==> src/rtl/execute_muldiv_seq.sv <==
// Iterative RV32M multiply/divide unit for the execute stage: one operand bit per cycle,
// 32 CALC cycles, then a single DONE cycle that presents the result and releases the pipeline.
module execute_muldiv_seq (
    input  logic        clk,
    input  logic        rst,
    input  logic        id_vld,
    input  logic [31:0] id_inst,
    input  logic [31:0] id_dat_a,
    input  logic [31:0] id_dat_b,
    input  logic        md_kill,
    output logic        md_stall,
    output logic        md_busy,
    output logic        md_done,
    output logic [31:0] md_dat
);

    typedef enum logic [1:0] {IDLE, CALC, DONE} state_t;

    state_t      state_q, state_d;
    logic [4:0]  cnt_q, cnt_d;
    logic [2:0]  op_q, op_d;
    logic [31:0] hi_q, hi_d, lo_q, lo_d, opnd_q, opnd_d, res_q, res_d;
    logic        neg_q, neg_d, rem_neg_q, rem_neg_d, div0_q, div0_d;

    logic        mop;
    logic [2:0]  f3;
    logic        a_sgn, b_sgn;
    logic [31:0] a_mag, b_mag;
    logic [32:0] mul_sum, div_tmp, div_diff;
    logic        div_ge;
    logic [31:0] step_hi, step_lo;
    logic [63:0] prod_fix;
    logic [31:0] quo, rem, final_res;
    logic        unused_inst_bits;

    assign unused_inst_bits = ^{id_inst[24:15], id_inst[11:7]};

    assign mop   = id_vld && (id_inst[6:0] == 7'b0110011) && (id_inst[31:25] == 7'b0000001);
    assign f3    = id_inst[14:12];
    // a is signed for MULH, MULHSU, DIV, REM; b only for MULH, DIV, REM
    assign a_sgn = id_dat_a[31] && (f3 == 3'b001 || f3 == 3'b010 || f3 == 3'b100 || f3 == 3'b110);
    assign b_sgn = id_dat_b[31] && (f3 == 3'b001 || f3 == 3'b100 || f3 == 3'b110);
    assign a_mag = a_sgn ? -id_dat_a : id_dat_a;
    assign b_mag = b_sgn ? -id_dat_b : id_dat_b;

    // Multiply: {hi,lo} holds partial product over the shrinking multiplier.
    // Divide:   hi is the running remainder, lo shifts out dividend bits and in quotient bits.
    always_comb begin
        mul_sum  = {1'b0, hi_q} + {1'b0, (lo_q[0] ? opnd_q : 32'd0)};
        div_tmp  = {hi_q, lo_q[31]};
        div_diff = div_tmp - {1'b0, opnd_q};
        div_ge   = (div_tmp >= {1'b0, opnd_q});
        if (op_q[2]) begin
            step_hi = div_ge ? div_diff[31:0] : div_tmp[31:0];
            step_lo = {lo_q[30:0], div_ge};
        end else begin
            step_hi = mul_sum[32:1];
            step_lo = {mul_sum[0], lo_q[31:1]};
        end
        prod_fix = neg_q ? -{step_hi, step_lo} : {step_hi, step_lo};
        quo      = div0_q ? 32'hFFFF_FFFF : (neg_q ? -step_lo : step_lo);
        rem      = rem_neg_q ? -step_hi : step_hi;
        case (op_q)
            3'b000:                 final_res = prod_fix[31:0];
            3'b001, 3'b010, 3'b011: final_res = prod_fix[63:32];
            3'b100, 3'b101:         final_res = quo;
            default:                final_res = rem;
        endcase
    end

    always_comb begin
        state_d   = state_q;
        cnt_d     = cnt_q;
        op_d      = op_q;
        hi_d      = hi_q;
        lo_d      = lo_q;
        opnd_d    = opnd_q;
        res_d     = res_q;
        neg_d     = neg_q;
        rem_neg_d = rem_neg_q;
        div0_d    = div0_q;
        case (state_q)
            IDLE: begin
                if (mop && !md_kill) begin
                    state_d   = CALC;
                    cnt_d     = 5'd0;
                    op_d      = f3;
                    hi_d      = 32'd0;
                    lo_d      = f3[2] ? a_mag : b_mag;
                    opnd_d    = f3[2] ? b_mag : a_mag;
                    neg_d     = a_sgn ^ b_sgn;
                    rem_neg_d = a_sgn;
                    div0_d    = (id_dat_b == 32'd0);
                end
            end
            CALC: begin
                if (md_kill) begin
                    state_d = IDLE;
                end else begin
                    hi_d  = step_hi;
                    lo_d  = step_lo;
                    cnt_d = cnt_q + 5'd1;
                    if (cnt_q == 5'd31) begin
                        state_d = DONE;
                        res_d   = final_res;
                    end
                end
            end
            default: state_d = IDLE;
        endcase
    end

    always_ff @(posedge clk or posedge rst) begin
        if (rst) begin
            state_q   <= IDLE;
            cnt_q     <= 5'd0;
            op_q      <= 3'd0;
            hi_q      <= 32'd0;
            lo_q      <= 32'd0;
            opnd_q    <= 32'd0;
            res_q     <= 32'd0;
            neg_q     <= 1'b0;
            rem_neg_q <= 1'b0;
            div0_q    <= 1'b0;
        end else begin
            state_q   <= state_d;
            cnt_q     <= cnt_d;
            op_q      <= op_d;
            hi_q      <= hi_d;
            lo_q      <= lo_d;
            opnd_q    <= opnd_d;
            res_q     <= res_d;
            neg_q     <= neg_d;
            rem_neg_q <= rem_neg_d;
            div0_q    <= div0_d;
        end
    end

    // A kill in DONE suppresses the result so a flushed instruction never writes back.
    always_comb begin
        md_busy = (state_q != IDLE);
        md_done = (state_q == DONE) && !md_kill;
        md_dat  = md_done ? res_q : 32'd0;
        case (state_q)
            IDLE:    md_stall = mop && !md_kill && !rst;
            CALC:    md_stall = !md_kill;
            default: md_stall = 1'b0;
        endcase
    end

endmodule

==> config.mk <==
export PLATFORM = sky130hd
export DESIGN_NAME = execute_muldiv_seq
export DESIGN_NICKNAME = d
export VERILOG_FILES = /design/src/rtl/execute_muldiv_seq.sv
export SDC_FILE = /design/constraint.sdc
export NUM_CORES = 1
export LEC_CHECK = 0
export CORE_MARGIN = 8
export CORE_UTILIZATION = 49
export DETAILED_ROUTE_END_ITERATION = 6
export HOLD_SLACK_MARGIN = 0.02
export PLACE_DENSITY = 0.69
export SKIP_LAST_GASP = 1
export SLEW_MARGIN = 20
export SYNTH_ARGS = -nofsm -noshare
export SYNTH_HDL_FRONTEND = slang
export SYNTH_SLANG_ARGS = --single-unit
==> constraint.sdc <==
create_clock -name clk -period 6.9 [get_ports clk]
set_input_delay 0.69 -clock clk [delete_from_list [all_inputs] [get_ports clk]]
set_output_delay 0.69 -clock clk [all_outputs]
set_load 0.02 [all_outputs]
==> results of run 1 <==
[placed cells by master, fill, tap and decap left out, types with 25 or more instances in the layout]
cell type	netlist	layout
ha_1	70	70
o221ai_1	39	39
nor3_1	33	33
xor2_1	66	66
o21ai_0	191	191
xnor2_1	112	112
and2_1	75	74
nor2_1	160	159
nand3_1	50	50
a21o_1	30	30
buf_4	4	26
clkdlybuf4s50_1	0	118
a21oi_1	173	173
nand2_1	281	281
nand4_1	25	25
dfrtp_1	141	140
inv_1	75	73
mux2i_1	49	49
[flip-flops by register name (all words and copies together) (netlist names)]
signal	flops
lo_q	32
op_q	3
opnd_q	32
cnt_q	5
hi_q	32
rem_neg_q	1
neg_q	1
res_q	32
div0_q	1
state_q	2
[critical path, cell delays in order, from the launching register on]
cell and delay (ns):
dfrtp_1 0.49, ha_1 0.45, a21oi_1 0.26, o21ai_1 0.20, a221oi_4 0.36, a2111o_2 0.45, a31oi_1 0.33, inv_1 0.21
ha_1 0.24, o2111ai_1 0.16, or3_1 0.50, nor2_1 0.24, nand3_1 0.18, or3_1 0.59, a21oi_1 0.27, and4_1 0.22
nand2_1 0.14, o21ai_0 0.24, xnor2_1 0.15, o22ai_1 0.17, o32a_1 0.34
[cell families after synthesis]
kind of cell               synth area share [%]
DFF                                        22.4
xor gates and xnor gates                   9.91
muxes                                      3.69
AOI/OAI and AO/OA                          28.5
buffers and inverters                      5.33
adders and majority gates                  5.82
and+or+nand+nor                            24.3
[layer usage]
metal  vias to the layer above  part of all wire [%]  GRT usage (%)
met3                       109                   8.5           5.43
met2                       700                    45           47.0
met5                         -                 0.022              0
met1                      7863                    42           39.5
li1                       7741                     -              -
met4                         2                   4.5           14.7
[worst max-delay path by stage]
| stage | endpoint | slack [ns] | depth (start not counted) |
|---|---|---|---|
| final | res_q[18] | 0.56 | 20 |
| after CTS | res_q[18] | 0.74 | 20 |
| after detailed placement | res_q[18] | 0.81 | 20 |
| after global placement | res_q[18] | 0.84 | 20 |
| after floorplan | res_q[18] | 1.91 | 23 |
| after global routing | res_q[18] | 0.14 | 21 |
[cell type report]
class / count / area, um^2 / share of cell area [%]
flip-flops and latches: 141 / 3530 / 20.0
well taps: 402 / 503 / 2.84
repair buffers: 145 / 1380 / 7.80
clock buffers: 20 / 457 / 2.58
multi-input cells: 1762 / 11400 / 64.3
clock inverters: 11 / 158 / 0.891
inverters: 75 / 287 / 1.62
[metrics by stage]
step / instance area [um^2] / cells / util (%) / hold WS, ns
floorplan: 15700 / 2109 / - / 0.430
global placement: 17100 / 2525 / 54.1 / 0.454
detailed placement: 17100 / 2525 / 54.1 / 0.457
CTS: 17700 / 2556 / 56.1 / 0.471
global route: 17700 / 2556 / 56.1 / 0.501
finish: 17700 / 2556 / 56.1 / 0.463
[power breakdown]
group          total, mW  internal (mW)  leakage (nW)  switching [mW]
clock               1.00          0.592         0.299           0.409
combinational      0.955          0.356          4.93           0.599
sequential         0.928          0.869          1.86          0.0593
total               2.88           1.82          7.10            1.07
==> impl_metrics.ini, run 1 <==
[floorplanning]
std_cell_rows = 65
initial_core_util_pct = 49.8
ioPinCount = 135
floorplan.die.width_um = 195
dieArea_mm2 = 0.0381
core_area_mm2 = 0.0316
die-height_um = 195

[critical_path]
cp-startpoint = hi_q[11]
r2r_start = hi_q[11]
crit_required_ns = 7.23
critPathKind = reg2reg
critPathCaptureType = flop
worst-endpoint-arrival_ns = 6.67
path_max_fanout = 14
crit_path_start_kind = flop
reg2reg_to = res_q[18]
rrSetupSlack_ns = 0.56
worst_r2r_path_depth = 20

[outcome]
status = finished, final reports clean

[sta]
tns_ns = 0
slew_viol_final = 0
fin_ws_ns = 0.560
min_period_ns = 6.34
finalCritPeriodShare_pct = 91.9
setup_viol = 0
timing.fmax_mhz = 158
worst_pin_slew_ns = 1.04
fin_skew_ns = 0.0169
finalHoldViolations = 0
rsz0062_at_grt = no
slew_headroom_pct = 30.9

[pwr]
p_per_area_mw_per_mm2 = 163
total_power_mw = 2.88
p_leak_nw = 7.10
ir_drop_mv = 0.183

[min_path]
min_from = res_q[30]
hold-path-endpoint = res_q[30]
holdPathStages = 2
hp-class = reg2reg

[synthesis]
synth_area_mm2 = 0.0157
synth_top_area_cell = dfrtp_1
synth_edf_count = 0
synth_top_area_share_pct = 22.4
synth.area.top_cells = dfrtp_1, nand2_1, xnor2_1, o21ai_0, ha_1
ys_seq_area_share_pct = 22.4
synthMostInstantiatedCell = nand2_1
ys_ff_latch = 141
synth_ff_type = dfrtp_1
synth_area_per_cell_um2 = 7.46
syn-num-nets = 2281
synth_cells = 2109
ys_async_sr_fraction_pct = 100
yosysWarnings = 0
synth_cell_types = 105
ys_top_cells_by_count = nand2_1, o21ai_0, a21oi_1

[detailed_routing]
drt-total-wl_mm = 58.2
firstDrtPassIters = 5
ant_nets = 0
wl_per_cell_um = 22.8
vias = 16400
drtIter0Drc = 1699
via_per_inst = 6.42
drc = 0

[layout]
nNetsFinal = 2314
area_delta_synth_final_pct = 12.5
drive_above_1_share_pct = 6.17
n_fill_cell = 3051
diodes = 0

[clock_network]
clk_pin_slew_ns = 0.08
root_buffer = clkbuf_16
post_cts_resized = 0
clockBufferDepth = 2
cts.sinks = 141
tritoncts = built
clk-insertion-delay-late_ns = 0.45
post_cts_buffers = 0
postCtsHoldBufs = 0
htreeDepth = 4
cts-buffers-inserted = 17

[place]
place_hpwl_mm = 45.2
place_ws_ns = 0.806
io_buffers = 119
place_congestion = 0.984

[grt]
grt_pass1_vias = 15800
grt_first_pass_wirelength_mm = 90.7
antenna_found_initial = 2
overflow = 0
grt_max_degree = 102
track_usage_pct = 30.0

[run]
cap_violations = 0
Note: power is estimated with default switching activity, not from simulation.
==> run 2: changes to the inputs <==
- CORE_UTILIZATION: 49 -> 60
- MAX_ROUTING_LAYER: default -> met4
- PLACE_DENSITY: 0.69 -> 0.82
==> run 2 against run 1 <==
  * The run now ends with DRC left
  * Combinational power up 2%
  * Non-clock buffer count unchanged
  * Flip-flop and latch count unchanged
  * Global-route usage up 7.7 points
  * Critical endpoint unchanged
  * Largest cell class unchanged
  * Worst hold slack better by 0.012 ns
==> impl_metrics.ini, run 2 (synthesis gave the netlist of run 1 again) <==
[outcome]
status = finished with violations
violations = DRC

[critical_path]
path_max_fanout = 14
crit_required_ns = 7.22
worst-endpoint-arrival_ns = 6.75
crit_path_start_kind = flop
cpMaxStageDelayCell = or3_1
slowest_delay_ns = 0.61
critPathCaptureType = flop
cp_cell_sequence = ha_1 -> a21oi_1 -> o21ai_2 -> a221oi_4 -> a2111o_2 -> a31oi_1 -> inv_1 -> ha_1 -> o2111ai_1 -> or3_1 -> nor2_1 -> nand3_1 -> or3_1 -> a21oi_1 -> and4_1 -> nand2_1 -> o21ai_0 -> xnor2_1 -> o22ai_1 -> o32a_1
critPathKind = reg2reg

[place]
dpl_cell_area_mm2 = 0.0170
place_hpwl_mm = 45.0
io_buffers = 119
place_congestion = 1.03

[clock_network]
htreeDepth = 4
tritoncts = built
cts.sinks = 141
clk_pin_slew_ns = 0.07
post_cts_resized = 0
post_cts_buffers = 0
cts-buffers-inserted = 17
clockBufferDepth = 2
clk-insertion-delay-late_ns = 0.45
root_buffer = clkbuf_16
postCtsHoldBufs = 0

[layout]
area_delta_synth_final_pct = 12.0
drive_above_1_share_pct = 6.13
n_fill_cell = 2180
multiInputGateArea_mm2 = 0.0114
nNetsFinal = 2314
final-seq-area_mm2 = 0.00353
final_area_mm2 = 0.0176
mostFrequentLayoutCells = nand2_1, o21ai_0, a21oi_1
layout_commonest_cell = nand2_1

[detailed_routing]
firstDrtPassIters = 7
drtIter0Drc = 2057
vias = 17000
via_per_inst = 6.84
drt-total-wl_mm = 58.6
drc = 4
ant_nets = 0
wl_per_cell_um = 23.5

[floorplanning]
die-height_um = 178
initial_core_util_pct = 60.7
ioPinCount = 135
dieArea_mm2 = 0.0317
floorplan.die.width_um = 178
core_area_mm2 = 0.0259
std_cell_rows = 59

[sta]
fin_skew_ns = 0.0183
tns_ns = 0
setup_viol = 0
worst_pin_slew_ns = 1.28
finalCritPeriodShare_pct = 93.1
slew_viol_final = 0
finalHoldViolations = 0
min_period_ns = 6.42
slew_headroom_pct = 13.4
rsz0062_at_grt = no
timing.fmax_mhz = 156

[grt]
grt_pass1_vias = 16000
grt_first_pass_wirelength_mm = 90.2
grt_max_degree = 98
overflow = 0
track_usage_pct = 37.7
antenna_found_initial = 1

[run]
cap_violations = 0

[pwr]
p_leak_nw = 7.09
ir_drop_mv = 0.170
p_per_area_mw_per_mm2 = 163

[min_path]
hp-class = reg2reg
-- run 2: cell count changes in the layout (fill, tap and decap cells not counted), moves of 2 or more --
cell	previous run	this run
inv_8	1	5
bufinv_16	3	0
clkinv_8	0	6
clkbuf_8	2	0
-- run 2: report_power, final --
group / internal (mW) / leakage, nW / total (mW) / switching [mW]
Combinational: 0.357 / 4.93 / 0.972 / 0.615
Sequential: 0.868 / 1.86 / 0.927 / 0.0596
Clock: 0.493 / 0.294 / 0.978 / 0.485
Total: 1.72 / 7.09 / 2.88 / 1.16
-- run 2: area by class of cell --
cell class	count	share of cell area [%]
flip-flops and latches	141	20.1
diodes	1	0.0142
multi-input cells	1762	64.6
well taps	335	2.38
repair buffers	145	7.84
clock inverters	15	1.07
inverters	75	1.63
clock buffers	17	2.42
-- run 2: metrics by stage --
| stage | power, mW | hold WS, ns | std cells | util [%] | setup WS [ns] |
|---|---|---|---|---|---|
| after floorplan | 1.56 | 0.430 | 2109 | - | 1.91 |
| after global placement | 1.85 | 0.455 | 2458 | 65.6 | 0.855 |
| after detailed placement | 1.87 | 0.463 | 2458 | 65.6 | 0.740 |
| after CTS | 2.84 | 0.480 | 2490 | 67.9 | 0.676 |
| after global routing | 2.98 | 0.510 | 2491 | 68.0 | 0.182 |
| final | 2.88 | 0.475 | 2491 | 68.0 | 0.475 |
-- run 2: worst paths after layout --
path,startpoint,to,slack (ns),cells after the start
max in group asynchronous,rst,op_q[2],4.68,3
worst min register to register,res_q[2],res_q[2],0.47,2
worst max-delay path,hi_q[7],res_q[18],0.48,20
worst min-delay path,res_q[2],res_q[2],0.47,2
worst max register to register,hi_q[7],res_q[18],0.48,20
min in group asynchronous,rst,cnt_q[1],0.79,2
-- run 2: worst max-delay path, delay by kind of cell, from the launching register on --
kind | cells | cell delay, ns
flip-flops | 1 | 0.47
AO/OA/AOI/OAI | 10 | 2.88
AND/OR/NAND/NOR | 6 | 1.92
buffers and inverters | 1 | 0.20
adder cells (fa/ha/maj) | 2 | 0.69
XOR/XNOR | 1 | 0.15
-- run 2: layer usage --
metal	vias up	global-route usage, %	wire (um)
met4	0	21.7	3810
met3	196	7.06	5790
li1	7755	-	-
met2	1037	56.3	26000
met5	-	-	0
met1	8059	47.1	23100
==> run 3: changes to the inputs <==
- ABC_CLOCK_PERIOD_IN_PS: default -> 6550
- SLEW_MARGIN: 20 -> default
- clock period: 6.9 -> 6.55 ns (I/O delays scaled with it)
==> run 3 against run 2 <==
  * The flow now finishes without violations
  * Final area is 0.44% higher
  * Critical path type unchanged
  * Die area stayed put
  * Largest cell class unchanged
  * Combinational power up 5%
  * First-iteration DRC count decreased by 10%
  * Non-clock buffer count grew 10
==> impl_metrics.ini, run 3 (synthesis gave the netlist of run 1 again) <==
[outcome]
status = finished, final reports clean

[critical_path]
rrSetupSlack_ns = 0.50
worst-endpoint-arrival_ns = 6.38
path_max_fanout = 14
crit_path_start_kind = flop
worst_r2r_path_depth = 21
critPathCaptureType = flop
critPathKind = reg2reg
r2r_start = opnd_q[20]
crit_required_ns = 6.88
reg2reg_to = res_q[18]

[layout]
mostFrequentLayoutCells = nand2_1, o21ai_0, a21oi_1
n_fill_cell = 2216
drive_above_1_share_pct = 6.56
nNetsFinal = 2324
layout_commonest_cell = nand2_1
diodes = 0
area_delta_synth_final_pct = 12.4

[detailed_routing]
ant_nets = 0
via_per_inst = 6.75
firstDrtPassIters = 7
drc = 0
drt-total-wl_mm = 57.8
drtIter0Drc = 1849
wl_per_cell_um = 23.1
vias = 16900

[clock_network]
clockBufferDepth = 2
clk-insertion-delay-late_ns = 0.46
cts.sinks = 141
root_buffer = clkbuf_16
postCtsHoldBufs = 0
cts-buffers-inserted = 17
htreeDepth = 4
post_cts_buffers = 0
tritoncts = built
clk_pin_slew_ns = 0.07
post_cts_resized = 0

[sta]
worst_pin_slew_ns = 1.23
tns_ns = 0
whs_ns = 0.460
fin_skew_ns = 0.0179
slew_viol_final = 0
rsz0062_at_grt = no
setup_viol = 0
fin_ws_ns = 0.500
slew_headroom_pct = 17.7
finalCritPeriodShare_pct = 92.4
timing.fmax_mhz = 165
min_period_ns = 6.05
finalHoldViolations = 0

[floorplanning]
initial_core_util_pct = 60.7
std_cell_rows = 59
core_area_mm2 = 0.0259
floorplan.die.width_um = 178
ioPinCount = 135
dieArea_mm2 = 0.0317
die-height_um = 178

[pwr]
ir_drop_mv = 0.203
p_leak_nw = 7.14
p_per_area_mw_per_mm2 = 172

[min_path]
hp-class = reg2reg
hold-path-endpoint = res_q[30]
holdPathStages = 2
min_from = res_q[30]

[run]
cap_violations = 0

[grt]
track_usage_pct = 37.3
grt_max_degree = 106
grt_first_pass_wirelength_mm = 89.3
grt_pass1_vias = 16000
overflow = 0
antenna_found_initial = 0

[place]
place_congestion = 1.00
place_hpwl_mm = 44.8
io_buffers = 119
place_ws_ns = 0.734
## run 3: cell type report
type                            instances  area [um^2]  area share, %
Multi-Input combinational cell       1762        11400           64.3
Sequential cell                       141         3530           20.0
Timing Repair Buffer                  155         1460           8.23
Clock buffer                           17          425           2.41
Tap cell                              335          419           2.37
Inverter                               75          287           1.62
Clock inverter                         15          198           1.12
## run 3: worst max path at each step
stage                            to        from
after floorplan           res_q[18]     hi_q[7]
after detailed placement  res_q[18]  opnd_q[20]
final                     res_q[18]  opnd_q[20]
after global routing      res_q[18]  opnd_q[20]
after global placement    res_q[18]  opnd_q[20]
after CTS                 res_q[18]  opnd_q[20]
## run 3: worst max-delay path, cell delays in order, from the launching register on
cell	delay (ns)
dfrtp_1	0.40
inv_1	0.06
ha_1	0.39
a21oi_1	0.27
o21ai_1	0.20
a211oi_1	0.36
o311a_2	0.52
a31oi_1	0.22
inv_1	0.16
ha_1	0.25
o2111ai_1	0.15
or3_1	0.52
nor2_1	0.24
nand3_1	0.18
or3_1	0.49
a21oi_1	0.25
and4_1	0.22
nand2_1	0.15
o21ai_0	0.26
xnor2_1	0.14
o22ai_1	0.17
o32a_1	0.34
## run 3: power breakdown
part	switching [mW]	internal [mW]	total (mW)
registers	0.0630	0.914	0.977
clock network	0.518	0.521	1.04
logic	0.641	0.378	1.02
## run 3: through the flow
step,cells,power [mW],util [%],area [um^2]
3_5_place_dp,2468,1.97,65.9,17100
4_1_cts,2500,3.00,68.3,17700
2_1_floorplan,2109,1.64,-,15700
5_1_grt,2500,3.14,68.3,17700
3_3_place_gp,2468,1.95,65.9,17100
6_report,2500,3.03,68.3,17700
## run 3: routing by layer
metal  global-route usage [%]  share of wire (%)  up-vias
li1                         -                  -     7766
met1                     47.1                 41     7988
met2                     54.9                 44      941
met3                     7.40                9.3      185
met4                     21.5                6.4        0
met5                        -                  0        -
